`src/rtl/barrier_field.sv`:
```
// Scrolling obstacle playfield: barrier insertion with LFSR-chosen gaps,
// game-state FSM, bird collision detection and saturating score.
module barrier_field #(
    parameter int          COLS     = 16,
    parameter int          ROWS     = 16,
    parameter int          GAP      = 4,
    parameter int          BIRD_COL = 2,
    parameter logic [7:0]  SEED     = 8'hA5
) (
    input  logic                      clk,
    input  logic                      reset,
    input  logic                      start,
    input  logic                      pause,
    input  logic                      spawn_en,
    input  logic                      scroll_en,
    input  logic [3:0]                bird_row,
    input  logic [$clog2(COLS)-1:0]   rd_col,
    output logic [ROWS-1:0]           rd_data,
    output logic                      hit,
    output logic                      game_over,
    output logic [7:0]                score
);

    typedef enum logic [1:0] {IDLE, RUN, OVER} state_t;

    state_t          state_q;
    logic [ROWS-1:0] col_q [COLS];
    logic            pending_q;
    logic            hit_q;
    logic [7:0]      score_q;
    logic [7:0]      lfsr_q;
    logic [7:0]      lfsr_d;

    logic [3:0]      gap_sel;
    logic [3:0]      gap_top;
    logic [ROWS-1:0] barrier_col;
    logic            score_inc;

    assign lfsr_d = {lfsr_q[6:0], lfsr_q[7] ^ lfsr_q[5] ^ lfsr_q[4] ^ lfsr_q[3]};

    // Gaps that would run off the top edge are pulled down by GAP rows.
    always_comb begin
        gap_sel     = lfsr_q[3:0];
        gap_top     = (gap_sel <= 4'(ROWS - GAP)) ? gap_sel : gap_sel - 4'(GAP);
        barrier_col = '1;
        for (int r = 0; r < ROWS; r++) begin
            barrier_col[r] = !((r >= int'(gap_top)) && (r < int'(gap_top) + GAP));
        end
    end

    assign score_inc = !hit_q && (col_q[BIRD_COL] != '0) &&
                       (col_q[BIRD_COL-1] == '0) && (score_q != 8'hFF);

    always_ff @(posedge clk) begin
        if (reset) begin
            state_q   <= IDLE;
            pending_q <= 1'b0;
            hit_q     <= 1'b0;
            score_q   <= '0;
            lfsr_q    <= SEED;
            // NOTE: the grid is cleared on reset because the display reads it
            // combinationally and must show an empty field straight away.
            for (int i = 0; i < COLS; i++) begin
                col_q[i] <= '0;
            end
        end else if (!pause) begin
            lfsr_q <= lfsr_d;
            case (state_q)
                IDLE: if (start) state_q <= RUN;
                RUN: begin
                    if (hit_q) state_q <= OVER;
                    // NOTE: non-blocking assignments let collision, score and
                    // the shift all see the pre-scroll grid in the same cycle.
                    if (col_q[BIRD_COL][bird_row]) hit_q <= 1'b1;
                    if (scroll_en) begin
                        if (score_inc) score_q <= score_q + 8'd1;
                        for (int i = 0; i < COLS - 1; i++) begin
                            col_q[i] <= col_q[i+1];
                        end
                        col_q[COLS-1] <= (pending_q | spawn_en) ? barrier_col : '0;
                        pending_q     <= 1'b0;
                    end else if (spawn_en) begin
                        pending_q <= 1'b1;
                    end
                end
                default: ;
            endcase
        end
    end

    assign rd_data   = (int'(rd_col) < COLS) ? col_q[rd_col] : '0;
    assign hit       = hit_q;
    assign game_over = (state_q == OVER);
    assign score     = score_q;

endmodule

```
`config.mk`:
```
export PLATFORM = sky130hd
export DESIGN_NAME = barrier_field
export DESIGN_NICKNAME = d
export VERILOG_FILES = /design/src/rtl/barrier_field.sv
export SDC_FILE = /design/constraint.sdc
export NUM_CORES = 1
export LEC_CHECK = 0
export ABC_AREA = 1
export CAP_MARGIN = 20
export CORE_UTILIZATION = 29
export CTS_BUF_LIST = sky130_fd_sc_hd__clkbuf_16
export CTS_CLUSTER_SIZE = 20
export DETAILED_ROUTE_END_ITERATION = 8
export GPL_TIMING_DRIVEN = 0
export MAX_ROUTING_LAYER = met4
export PLACE_DENSITY = 0.43
export SLEW_MARGIN = 40
export SYNTH_ARGS = -nofsm -noshare
export SYNTH_HDL_FRONTEND = slang
export SYNTH_SLANG_ARGS = --single-unit
```
`constraint.sdc`:
```
create_clock -name clk -period 10.4 [get_ports clk]
set_input_delay 1.56 -clock clk [delete_from_list [all_inputs] [get_ports clk]]
set_output_delay 1.56 -clock clk [all_outputs]
set_load 0.01 [all_outputs]
```
==> qor.csv, run 1 <==
metric,value,unit
status,finished with violations,
failed_checks,design-rule violations,
grt_start_max_net_pins,39,
cts_made_buffers,34,
cts.path.max_buffers,3,
gp_congestion,0.831,
syn_area,0.0133,mm^2
nFillCells,4638,
setup_viol,0,
cp-start-kind,input port,
worstSkewPairLatency,540,ps
max_freq,0.186,GHz
drv_slew,0,
worstPathCellList,clkbuf_1 > inv_1 > clkbuf_1 > o221ai_1 > nand2_1 > clkdlybuf4s50_1,
clock-root-buffer,clkbuf_16,
intPower,2.02,mW
min_path_cells,2,
clkPwrFrac,0.413,
drive_above_1_share,0.0708,
r2r-end,col_q[7][5]$_SDFFCE_PN0P_,
cts_resized,0,
endpoint_kind,output port,
die_area,0.0468,mm^2
hp-class,reg2reg,
remaining_drc_errors,2,
hold_viol_final,0,
leakage,6.32,nW
grt_overflow,0,
seqPwrFrac,0.483,
cts_setup_buffers,0,
grt_pass1_vias,9853,
max_cap_violations,0,
critPathSlowestCell,clkdlybuf4s50_1,
tns,0,ps
num-nets-final,1540,
rsz0062_at_grt,no,
critical_path_required,8840,ps
cts.htree.levels,2,
holdBufCountCts,0,
ant_nets,0,
switching_share,0.255,
pwr-share-comb,0.103,
viasPerCell,4.70,
synth_nets,1463,
finalNonFillerCells,2140,
synth_edf_count,256,
drt-pass1-iter-count,7,
yosysUniqueCellTypes,32,
clk_pin_slew_worst_paths,60,ps
grt_first_pass_wirelength,63.8,mm
fp.dieH,216,um
wl_per_cell,19.9,um
synth_flop_cell,edfxtp_1,
worstPathArrival,3830,ps
yosys_register_bits,276,
diodes,0,
slew_headroom,0.470,
r2r_slack,8160,ps
utilization,0.343,
area_growth,16.9,%
grt_antenna_before_repair,0,
path_common_cell,clkbuf_1,
dieWidth,216,um
numPortBuffers,34,
io_pins,40,
num_rows,78,
fin_crit_sh,0.518,
cts_tree,done,
synth_cells,1444,
final.min_clock_period,5390,ps
totalWireLength,42.7,mm
worstHoldStart,lfsr_q[6]$_SDFFE_PP0N_,
reg2reg_depth,6,
worstSetupPathType,in2out,
synthArstFlopShare,0,
ys_seq_area_frac,0.607,
placedCellCount,2085,
detailroute.via_count,10051,
cellPowerDensity,174,mW/mm^2
start_util,0.294,
grt_usage,0.192,
coreArea,0.0454,mm^2
vdd_ir_drop_max,0.0903,mV
drtIter0Drc,970,
tightestPinTransition,795,ps
finClkSkew,26.8,ps
yosys_warnings,0,
min_to,lfsr_q[7]$_SDFFE_PP1N_,
p_sw,690,uW
path_max_fanout,10,
clock_sinks,276,
dp_hpwl,30.9,mm
avgSynthCellArea,9.23,um^2
cpPeakStageDelay,550,ps
worstReg2RegStart,state_q[1]$_SDFFE_PP0P_,
[through the flow]
stage	cell area (um^2)	worst slack [ps]	total power, mW	hold slack (ps)
detailed placement	14600	5020	1.61	454
global route	15600	4940	2.80	502
CTS	15600	5010	2.74	468
floorplan	13300	2450	1.50	430
global placement	14400	-1150	1.63	450
finish	15600	5010	2.71	464
[synth_stat cells (3+ instances only)]
| library cell | count | area (um^2) |
|---|---|---|
| ha_1 | 5 | 62.6 |
| xnor2_1 | 3 | 26.3 |
| o211ai_1 | 13 | 97.6 |
| nor2_1 | 291 | 1090 |
| dfxtp_1 | 20 | 400 |
| buf_2 | 35 | 175 |
| inv_1 | 276 | 1040 |
| inv_2 | 3 | 11.3 |
| o21ai_1 | 12 | 60.1 |
| nor3_1 | 5 | 25.0 |
| buf_6 | 9 | 101 |
| edfxtp_1 | 256 | 7690 |
| o221ai_1 | 27 | 236 |
| nand4_1 | 3 | 18.8 |
| a21oi_1 | 138 | 691 |
| nand2_1 | 137 | 514 |
| nor2_2 | 3 | 18.8 |
| buf_4 | 4 | 30.0 |
| clkbuf_1 | 34 | 128 |
| nand3_1 | 40 | 200 |
| o21ai_0 | 117 | 586 |
[layout make-up]
type / count / area [um^2] / share of cell area
Multi-Input combinational cell: 806 / 3760 / 0.241
Clock buffer: 35 / 876 / 0.0562
Tap cell: 600 / 751 / 0.0482
Buffer: 83 / 438 / 0.0281
Clock inverter: 20 / 135 / 0.00868
Timing Repair Buffer: 41 / 480 / 0.0308
Sequential cell: 276 / 8090 / 0.519
Inverter: 279 / 1050 / 0.0672
[worst max path at each step]
stage                    from                         to  slack [ps]  depth (start not counted)
floorplan               reset  col_q[0][0]$_SDFFCE_PN0P_        2450                          3
global placement        pause  col_q[7][5]$_SDFFCE_PN0P_       -1150                          4
detailed placement  rd_col[3]                 rd_data[9]        5020                          6
CTS                 rd_col[3]                 rd_data[9]        5010                          6
global route        rd_col[3]                 rd_data[9]        4940                          6
finish              rd_col[3]                 rd_data[9]        5010                          6
[metal layers]
| layer | GRT usage | wire (um) | vias to the layer above |
|---|---|---|---|
| li1 | - | - | 4874 |
| met1 | 0.253 | 19000 | 4752 |
| met2 | 0.289 | 19300 | 341 |
| met3 | 0.0306 | 2740 | 84 |
| met4 | 0.0887 | 1610 | 0 |
| met5 | - | 0 | - |
[power groups by stage]
stage          Clock, mW  Combinational (mW)  Sequential (mW)
3_3_place_gp           0               0.272             1.35
2_1_floorplan          0               0.165             1.33
6_report            1.12               0.279             1.31
3_5_place_dp           0               0.281             1.33
5_1_grt             1.18               0.310             1.31
4_1_cts             1.15               0.282             1.31
[worst max-delay path, delay by kind of cell]
| kind | cells | cell delay, ps |
|---|---|---|
| buffers and inverters | 4 | 1620 |
| AO/OA/AOI/OAI | 1 | 410 |
| AND/OR/NAND/NOR | 1 | 230 |
[placed cells by master, fill, tap and decap left out, types with 2 or more instances in the layout]
master           Yosys  routed
ha_1                 5       5
clkbuf_1            34      34
a21oi_1            138     138
clkdlybuf4s50_1      0      34
nand2_1            137     136
nand3_1             40      40
dfxtp_1             20      20
nor2_2               3       3
edfxtp_1           256     256
clkbuf_16            0      35
buf_4                4       4
nand2_4              2       3
nand4_1              3       3
nor2_1             291     291
o21ai_0            117     117
clkinv_2             0       2
inv_1              276     284
o211ai_1            13      13
buf_6                9       9
xnor2_1              3       3
clkinv_1             0       7
o21ai_1             12      12
buf_12               0       7
bufinv_16            0       2
o31ai_1              2       2
inv_2                3       3
nor3_1               5       5
o221ai_1            27      27
buf_2               35      35
[registers in the layout (all words and copies together) (netlist names)]
register / cells
state_q: 2
score: 8
pending_q: 1
col_q: 256
hit: 1
lfsr_q: 8
[kinds of logic after synthesis]
| family | synth area share |
|---|---|
| AOI/OAI and AO/OA | 0.128 |
| adders and majority gates | 0.00469 |
| DFF | 0.607 |
| buffers and inverters | 0.111 |
| xor gates and xnor gates | 0.00470 |
| and+or+nand+nor | 0.144 |
Power figures use the tool's default switching activity.
==> run 2: changes to the inputs <==
PLACE_DENSITY = 0.44   (was 0.43)
clock period = 4.4 ns   (was 10.4 ns; I/O delays follow)
==> run 2 against run 1 <==
  * The flow still finishes with violations (design-rule violations)
  * Worst hold slack gained 2.1 ps
  * Die area stayed put
  * Combinational power up 140%
  * Wire length decreased by 1.9%
  * Count of clock-buffer cells in the layout increased by 3
  * Clock skew fell by 0.65 ps
  * Critical path type unchanged
  * Highest routed layer unchanged
==> qor.csv, run 2 (synthesis results as in run 1) <==
metric,value,unit
grt_overflow,0,
fin_total_pwr,6.41,mW
cts_made_buffers,34,
fp.dieH,216,um
min_to,pending_q$_SDFFE_PP0P_,
largest_reg_flops,256,
die_area,0.0468,mm^2
totalWireLength,41.9,mm
drt-pass1-iter-count,7,
path_common_cell,clkbuf_1,
r2r_slack,2120,ps
remaining_drc_errors,2,
layout_setup_ws,868,ps
wl_met1,18.3,mm
critical_path_required,3740,ps
detailroute.via_count,10079,
min_path_cells,2,
cp-start-kind,input port,
tightestPinTransition,806,ps
pre_cts_ws,892,ps
numPortBuffers,34,
critPathSlowestCell,clkdlybuf4s50_1,
finClkSkew,26.1,ps
cp_num_buf_inv,4,
endpoint_kind,output port,
area_growth,17.0,%
drive_above_1_share,0.0700,
rsz0062_at_grt,no,
slew_headroom,0.463,
worstHoldStart,pending_q$_SDFFE_PP0P_,
clk_pin_slew_worst_paths,60,ps
hold_viol_final,0,
viasPerCell,4.70,
holdBufCountCts,0,
met2RoutedLength,19.0,mm
crit_family,buffers and inverters,
clock-root-buffer,clkbuf_16,
final_common_cell,nor2_1,
clock_sinks,276,
hp-class,reg2reg,
cts_tree,done,
utilization,0.344,
vdd_ir_drop_max,0.179,mV
grt_pass1_vias,9991,
start_util,0.294,
highest_layer,met4,
final.min_clock_period,3530,ps
max_cap_violations,0,
worstPathCellList,clkbuf_1 > inv_1 > clkbuf_1 > o221ai_1 > nand2_1 > clkdlybuf4s50_1,
io_pins,40,
grt_usage,0.188,
ant_nets,0,
fin_hold_ws,466,ps
dieWidth,216,um
worstSetupPathType,in2out,
worstPathArrival,2870,ps
cts.path.max_buffers,3,
layout_common_cells,"291 x nor2_1, 287 x inv_1, 256 x edfxtp_1, 138 x a21oi_1, 136 x nand2_1",
grt_antenna_before_repair,0,
cts_setup_buffers,0,
diodes,0,
r2r-end,col_q[5][5]$_SDFFCE_PN0P_,
dp_hpwl,30.5,mm
cts_resized,0,
leakage,6.34,nW
cts.htree.levels,2,
reg2reg_depth,6,
wl_per_cell,19.5,um
num_rows,78,
drv_slew,0,
num-nets-final,1537,
met3_length,2.88,mm
grt_first_pass_wirelength,62.9,mm
coreArea,0.0454,mm^2
setup_viol,0,
cpPeakStageDelay,550,ps
fin_crit_sh,0.803,
grt_start_max_net_pins,68,
status,finished with violations,
gp_congestion,0.847,
cellPowerDensity,411,mW/mm^2
largest-register,col_q,
drtIter0Drc,870,
failed_checks,design-rule violations,
path_max_fanout,10,
tns,0,ps
worstSkewPairLatency,550,ps
worstReg2RegStart,state_q[1]$_SDFFE_PP0P_,
max_freq,0.283,GHz
==> run 2: cell count changes in the layout (fill, tap and decap cells not counted) <==
cell,change
buf_12,-7
buf_16,+4
clkbuf_16,+3
inv_1,+3
bufinv_16,-2
inv_4,+2
clkinv_1,+1
clkinv_2,-1
clkinv_4,+1
inv_6,-1
nand2_4,-1
nand2_8,+1
==> run 2: cell type report <==
class                      instances  area (um^2)
fill                            4698        29800
sequential                       276         8090
multi-input combinational        806         3770
inverter                         279         1050
clock buffer                      38          951
tap                              600          751
timing repair buffer              38          450
buffer                            83          438
clock inverter                    23         97.6
==> run 2: worst max path at each step <==
stage | endpoint | cells past startpoint | slack [ps] | start
2_1_floorplan | col_q[0][0]$_SDFFCE_PN0P_ | 3 | 1300 | pause
3_3_place_gp | col_q[8][2]$_SDFFCE_PN0P_ | 4 | -140 | pause
3_5_place_dp | rd_data[4] | 6 | 890 | rd_col[3]
4_1_cts | rd_data[4] | 6 | 880 | rd_col[3]
5_1_grt | rd_data[4] | 6 | 800 | rd_col[3]
6_report | rd_data[4] | 6 | 870 | rd_col[3]
==> run 2: report_power, final <==
group / internal (mW) / switching [mW]
logic: 0.197 / 0.459
registers: 3.02 / 0.0661
clock network: 1.54 / 1.12
==> run 2: metrics by stage <==
step	cell area, um^2	cells
final	15600	2143
after global routing	15600	2143
after CTS	15600	2143
after detailed placement	14500	2082
after global placement	14400	2078
after floorplan	13300	1444
==> run 2: worst register-to-register path, stage by stage (launching register included) <==
cell     delay, ps
dfxtp_1        330
nor2_2         140
nand3_2        180
nand2_8        230
buf_16         320
buf_16         350
buf_16         350
==> run 2: per-layer routing <==
metal,vias to the layer above,global-route usage
met4,0,0.0829
li1,4872,-
met2,320,0.287
met3,71,0.0337
met1,4816,0.243
met5,-,-
==> run 3: changes to the inputs <==
clock period = 3 ns   (was 4.4 ns; I/O delays follow)
==> run 3 against run 2 <==
  * The run still ends with design-rule violations left
  * Non-clock buffer count unchanged
  * Largest cell class unchanged
  * Count of clock-buffer cells in the layout is the same
  * Clock skew shrank 1.7 ps
  * Power up 47%
  * Critical endpoint is now rd_data[14]
  * Worst hold slack is the same
  * Sequential cell count stayed put
  * Final area rose by 0.15%
  * Die area stayed put
==> qor.csv, run 3 (synthesis results as in run 1) <==
metric,value,unit
coreArea,0.0454,mm^2
placedCellCount,2082,
worstPathCellList,buf_2 > inv_1 > clkbuf_1 > nand2_1 > o221ai_1 > nand2_1 > clkdlybuf4s50_1,
grt_usage,0.188,
holdBufCountCts,0,
cts_tree,done,
io_pins,40,
dieWidth,216,um
critPathSlowestCell,clkdlybuf4s50_1,
clock_sinks,276,
start_util,0.294,
cp-start-kind,input port,
multi_input_area,0.00379,mm^2
max_freq,0.341,GHz
ant_nets,0,
ff_latch_area,0.00809,mm^2
die_area,0.0468,mm^2
reg2reg_depth,6,
final_common_cell,nor2_1,
grt_antenna_before_repair,0,
grt_overflow,0,
dp_hpwl,30.5,mm
detailroute.via_count,10065,
totalWireLength,41.9,mm
grt_first_pass_wirelength,62.9,mm
critical_path_required,2550,ps
area_growth,17.2,%
cts_made_buffers,34,
endpoint_kind,output port,
setup_viol,0,
grt_pass1_vias,9994,
slew_headroom,0.494,
p_sw,2.42,mW
cp_num_buf_inv,4,
clock-root-buffer,clkbuf_16,
path_common_cell,nand2_1,
clk_pin_slew_worst_paths,60,ps
nFillCells,4696,
num-nets-final,1537,
largest-register,col_q,
seqPwrFrac,0.482,
drive_above_1_share,0.0745,
hp-class,reg2reg,
rsz0062_at_grt,no,
hold_viol_final,0,
status,finished with violations,
layout_common_cells,"291 x nor2_1, 287 x inv_1, 256 x edfxtp_1, 138 x a21oi_1, 136 x nand2_1",
drtIter0Drc,816,
pwr-share-comb,0.103,
largest_reg_flops,256,
numPortBuffers,34,
worstPathArrival,2480,ps
max_cap_violations,0,
finClkSkew,24.4,ps
path_max_fanout,10,
cpPeakStageDelay,520,ps
crit_family,buffers and inverters,
intPower,6.99,mW
layout_setup_ws,68.0,ps
failed_checks,design-rule violations,
fin_crit_sh,0.977,
drv_slew,0,
final.min_clock_period,2930,ps
remaining_drc_errors,2,
cts.path.max_buffers,3,
drt-pass1-iter-count,7,
wl_per_cell,19.6,um
worstSkewPairLatency,550,ps
min_path_cells,2,
viasPerCell,4.70,
diodes,0,
grt_start_max_net_pins,68,
path_depth,7,
gp_congestion,0.847,
clkPwrFrac,0.415,
cts.htree.levels,2,
pre_cts_ws,-88.1,ps
tightestPinTransition,759,ps
num_rows,78,
finalNonFillerCells,2143,
worstSetupPathType,in2out,
vdd_ir_drop_max,0.263,mV
leakage,6.35,nW
fp.dieH,216,um
cellPowerDensity,602,mW/mm^2
switching_share,0.257,
run 3: cell counts in the layout (fill, tap and decap cells not counted):
No cell type changed its count.
run 3: tightest hold or removal path: stages (launching register included):
cell	delay (ps)
dfxtp_1	290
inv_1	70
a21oi_1	60
run 3: path summary, 6_finish.rpt:
path	from	endpoint	slack (ps)
hold / removal	pending_q$_SDFFE_PP0P_	pending_q$_SDFFE_PP0P_	470
hold reg to reg	pending_q$_SDFFE_PP0P_	pending_q$_SDFFE_PP0P_	470
setup / recovery	rd_col[2]	rd_data[14]	70
setup reg to reg	state_q[1]$_SDFFE_PP0P_	col_q[5][5]$_SDFFCE_PN0P_	730
run 3: repair_timing:
item | 4_1_cts | 5_1_grt
endpoints found under the setup margin | 5 | 6
buffers inserted | 0 | 0
gates cloned | 0 | 0
resized for setup | 2 | 9
run 3: per-stage QoR:
stage                     instance area [um^2]  hold WS, ps  utilization  setup TNS, ps  power, mW
after CTS                                15600          465        0.344              0       9.51
final                                    15600          466        0.344              0       9.41
after detailed placement                 14500          456        0.320           -215       5.57
after global placement                   14400          451        0.318        -337600       5.57
after floorplan                          13300          430            -              0       5.16
after global routing                     15600          512        0.344              0       9.76
run 3: layout make-up:
| cell class | count | area share |
|---|---|---|
| Sequential cell | 276 | 0.518 |
| Multi-Input combinational cell | 806 | 0.243 |
| Inverter | 279 | 0.0671 |
| Clock buffer | 38 | 0.0609 |
| Tap cell | 600 | 0.0481 |
| Timing Repair Buffer | 38 | 0.0288 |
| Buffer | 83 | 0.0284 |
| Clock inverter | 23 | 0.00625 |
run 3: layer usage:
layer / share of wire / track usage / up-vias
li1: - / - / 4872
met1: 0.45 / 0.243 / 4808
met2: 0.45 / 0.287 / 315
met3: 0.062 / 0.0337 / 70
met4: 0.037 / 0.0829 / 0
met5: 0 / - / -
run 3: power groups by stage:
| stage | Combinational (mW) | Clock [mW] | Sequential [mW] |
|---|---|---|---|
| floorplan | 0.572 | 0 | 4.59 |
| global placement | 0.938 | 0 | 4.63 |
| detailed placement | 0.965 | 0 | 4.61 |
| CTS | 0.970 | 4.00 | 4.53 |
| global route | 1.06 | 4.14 | 4.56 |
| finish | 0.967 | 3.91 | 4.53 |
